<file path="src/rtl/fifo_ptr_ctrl.sv">
// Pointer/occupancy controller for an external 2**abits-entry dual-port RAM.
// Qualifies push/pop, decodes full/empty/almost levels and keeps sticky error flags.
module fifo_ptr_ctrl #(
  parameter int abits  = 4,
  parameter int af_lvl = (1 << abits) - 2,
  parameter int ae_lvl = 2
) (
  input  logic             clk,
  input  logic             rst,
  input  logic             clr,
  input  logic             inc,
  input  logic             dec,
  output logic             wen,
  output logic             ren,
  output logic [abits-1:0] waddr,
  output logic [abits-1:0] raddr,
  output logic [abits:0]   count,
  output logic             e,
  output logic             f,
  output logic             ae,
  output logic             af,
  output logic             ovf,
  output logic             udf
);

  localparam logic [abits:0] full_cnt = {1'b1, {abits{1'b0}}};
  localparam logic [abits:0] af_cnt   = af_lvl[abits:0];
  localparam logic [abits:0] ae_cnt   = ae_lvl[abits:0];

  logic [abits-1:0] wptr;
  logic [abits-1:0] rptr;
  logic             flush;

  assign flush = rst | clr;
  assign waddr = wptr;
  assign raddr = rptr;

  assign e  = (count == '0);
  assign f  = (count == full_cnt);
  assign ae = (count <= ae_cnt);
  assign af = (count >= af_cnt);

  // A pop frees a slot in the same cycle, so a push while full is still accepted.
  assign wen = ~flush & inc & (~f | dec);
  assign ren = ~flush & dec & ~e;

  always_ff @(posedge clk) begin
    if (flush) begin
      wptr  <= '0;
      rptr  <= '0;
      count <= '0;
      ovf   <= 1'b0;
      udf   <= 1'b0;
    end else begin
      if (wen) wptr <= wptr + 1'b1;
      if (ren) rptr <= rptr + 1'b1;
      case ({wen, ren})
        2'b10:   count <= count + 1'b1;
        2'b01:   count <= count - 1'b1;
        default: count <= count;
      endcase
      if (inc & ~wen) ovf <= 1'b1;
      if (dec & ~ren) udf <= 1'b1;
    end
  end

endmodule
</file>
<file path="config.mk">
export PLATFORM = sky130hd
export DESIGN_NAME = fifo_ptr_ctrl
export DESIGN_NICKNAME = d
export VERILOG_FILES = /design/src/rtl/fifo_ptr_ctrl.sv
export SDC_FILE = /design/constraint.sdc
export NUM_CORES = 1
export LEC_CHECK = 0
export ABC_AREA = 1
export CORE_ASPECT_RATIO = 1.5
export CORE_MARGIN = 1.5
export CORE_UTILIZATION = 35
export DETAILED_ROUTE_END_ITERATION = 8
export PLACE_DENSITY = 0.67
export SYNTH_ARGS = -nofsm -noshare
export SYNTH_HDL_FRONTEND = slang
export SYNTH_SLANG_ARGS = --single-unit
</file>
<file path="constraint.sdc">
create_clock -name clk -period 3.36 [get_ports clk]
set_input_delay 1.008 -clock clk [delete_from_list [all_inputs] [get_ports clk]]
set_output_delay 1.008 -clock clk [all_outputs]
set_load 0.02 [all_outputs]
</file>
==> results.sh <==
export IMPL_design_power_total_mw=0.356
export IMPL_fillers=247
export IMPL_synthMuxAreaShare_pct=0
export IMPL_start_util_pct=37.4
export IMPL_antenna_cells=0
export IMPL_drt_vias_per_instance=4.90
export IMPL_skew_ns=0.00733
export IMPL_grt_usage_pct=14.6
export IMPL_reg2reg_slack_ns=1.11
export IMPL_path_delay_family="buffers and inverters"
export IMPL_crit_slowest_cell="clkdlybuf4s50_1"
export IMPL_fp_dieArea_sq_mm=0.00297
export IMPL_cts_sinks=15
export IMPL_synth_seq_area_share_pct=32.4
export IMPL_wire_per_inst_um=10.7
export IMPL_r2r_cells=15
export IMPL_io_buffers=25
export IMPL_synth_top_family_by_area="simple AND/OR/NAND/NOR gates"
export IMPL_synth_top_area_cell="dfxtp_1"
export IMPL_core_area_sq_mm=0.00248
export IMPL_dr_first_iter_drc_count=10
export IMPL_cp_data_required_time_ns=2.35
export IMPL_synth_compound_area_share_pct=12.4
export IMPL_worstSkewPairLatency_ns=0.28
export IMPL_die_width_um=45.0
export IMPL_cellPowerDensity_mw_per_mm2=274
export IMPL_slew_headroom_pct=81.9
export IMPL_critPathBufInv=4
export IMPL_synth_ff_type="dfxtp_1"
export IMPL_grt_pass1_vias=806
export IMPL_min_path_type="register to register"
export IMPL_grt_overflow=0
export IMPL_power_leakage_nw=0.604
export IMPL_cts_buffer_depth=2
export IMPL_cp_start_kind="input pin"
export IMPL_worst_slew_pin_transition_ns=0.272
export IMPL_synthCells=120
export IMPL_timing_fmax_ghz=0.311
export IMPL_hp_start="ovf"
export IMPL_synth_adder_area_share_pct=10.3
export IMPL_synth_most_common_cell="nand2_1"
export IMPL_status="completed"
export IMPL_drive_gt1_share_pct=16.5
export IMPL_area_growth_syn_to_layout_pct=40.1
export IMPL_arrival_ns=2.20
export IMPL_synth_net_count=132
export IMPL_crit_chain="clkdlybuf4s50_1 -> nor2_4 -> inv_4 -> nor2_8 -> nand2_4 -> inv_2 -> dlygate4sd2_1"
export IMPL_finalSetupViolCount=0
export IMPL_root_buffer="clkbuf_4"
export IMPL_drc_errors=0
export IMPL_synth_top_area_share_pct=32.4
export IMPL_antenna_found_initial=0
export IMPL_period_needed_ns=3.21
export IMPL_synth_area_sq_um=926
export IMPL_synth_area_leaders="dfxtp_1, nand2_1, ha_1"
export IMPL_place_gp_congestion=0.784
export IMPL_num_rows=22
export IMPL_avgSynthCellArea_sq_um=7.72
export IMPL_yosys_top_cells_count="nand2_1, inv_1, dfxtp_1"
export IMPL_stdcell_area_sq_mm=0.00130
export IMPL_grt_max_degree=10
export IMPL_clk_transition_reported_paths_ns=0.08
export IMPL_rsz0062_at_grt="no"
export IMPL_synthSimpleGateAreaFrac_pct=33.6
export IMPL_grt_first_pass_wirelength_mm=3.30
export IMPL_worstSetupPathType="input pin to output pin"
export IMPL_fin_setup_tns_ns=0
export IMPL_hold_end="ovf"
export IMPL_fin_crit_sh_pct=95.6
export IMPL_cts_tree="done"
export IMPL_ios=26
export IMPL_vias=892
export IMPL_fp_dieH_um=66.0
export IMPL_routed_wl_mm=1.95
export IMPL_drtAntennaViolNets=0
export IMPL_ys_warn_count=0
export IMPL_post_cts_buffers=0
export IMPL_utilization_pct=52.4
export IMPL_peakVddDrop_uv=241
export IMPL_path_max_fanout=4
export IMPL_maxCapViolCount=0
export IMPL_ys_seq_elements=15
export IMPL_nNetsFinal=171
export IMPL_placed_cell_area_sq_mm=0.00127
export IMPL_worstSetupEndpointType="output pin"
export IMPL_numCtsBuffers=3
export IMPL_synthArstFlopShare_pct=0
export IMPL_yosysUniqueCellTypes=25
export IMPL_first_pass_iters=5
export IMPL_worstReg2RegStart="count[4]"
export IMPL_finalHoldViolations=0
export IMPL_synth_edff_count=0
export IMPL_maxSlewViolCount=0
export IMPL_crit_path_max_incr_delay_ns=0.44
export IMPL_synth_xor_area_share_pct=2.84
export IMPL_cts_hold_buf=0
export IMPL_worstHoldPathCells=2
export IMPL_dpl_hpwl_mm=1.62
export IMPL_htree_levels=1
export IMPL_rr_endpoint="count[4]"
logic make-up (layout without fill, tap and decap cells):
logic type	after synthesis	count (layout)
adders and majority gates	7	7
AOI/OAI and AO/OA	20	20
buffers and inverters	20	58
xor gates and xnor gates	3	3
and+or+nand+nor	55	55
DFF	15	15
how the worst max path moves through the flow:
stage | end | cells after the start | slack (ns) | from
CTS | wen | 7 | 0.14 | clr
floorplan | count[4] | 14 | 0.66 | clr
finish | wen | 7 | 0.15 | clr
detailed placement | wen | 7 | -0.13 | clr
global route | wen | 7 | 0.07 | clr
global placement | wen | 7 | -0.12 | clr
worst min-delay path: cells and delay by family (launching register included):
| family | cells | cell delay, ns |
|---|---|---|
| DFF | 1 | 0.32 |
| and+or+nand+nor | 1 | 0.06 |
| AOI/OAI and AO/OA | 1 | 0.06 |
cell type report:
type / instances / area [sq um] / area share, %
sequential: 15 / 300 / 23.1
timing repair buffer: 34 / 315 / 24.3
multi-input combinational: 85 / 548 / 42.2
clock buffer: 4 / 26.3 / 2.03
inverter: 20 / 77.6 / 5.98
tap: 24 / 30.0 / 2.31
layer usage:
metal	part of all wire, %	vias to the layer above	track usage, %
met5	0	-	0
met4	1.5	0	7.35
met3	2.5	2	0.820
met2	54	17	25.5
met1	41	405	17.2
li1	-	468	-
registers in the layout (all words and copies together) (netlist names):
register	flops
ovf	1
count	5
udf	1
waddr	4
raddr	4
power breakdown:
part / internal (mW) / total (mW) / leakage, nW / switching (mW)
registers: 0.181 / 0.186 / 0.121 / 0.00466
logic: 0.0304 / 0.0672 / 0.468 / 0.0368
clock network: 0.0460 / 0.103 / 0.0150 / 0.0565
metrics by stage:
stage / cells / setup WS [ns] / hold WS (ns)
global placement: 178 / -0.120 / 0.454
global route: 182 / 0.0702 / 0.505
CTS: 182 / 0.138 / 0.488
finish: 182 / 0.149 / 0.477
detailed placement: 178 / -0.131 / 0.466
floorplan: 120 / 0.664 / 0.538
cells in the final DEF, fill, tap and decap left out:
master	count
a21oi_1	10
a21oi_2	1
buf_4	9
clkbuf_1	1
clkbuf_4	3
clkdlybuf4s50_1	23
clkinv_1	1
dfxtp_1	15
dlygate4sd2_1	2
fa_1	1
ha_1	6
inv_1	16
inv_2	2
inv_4	1
nand2_1	25
nand2_4	2
nand3_1	10
nand3_4	1
nand4_1	2
nand4_4	1
nor2_1	9
nor2_4	3
nor2_8	1
o21ai_0	5
o21ai_1	1
o21bai_2	1
o31ai_1	2
or2_2	1
xnor2_1	1
xor2_1	2
what timing repair did:
action	4_1_cts	5_1_grt
resized for setup	2	0
endpoints found under the setup margin	2	0
endpoints found under the hold margin	0	0
Note: power is estimated with default switching activity, not from simulation.
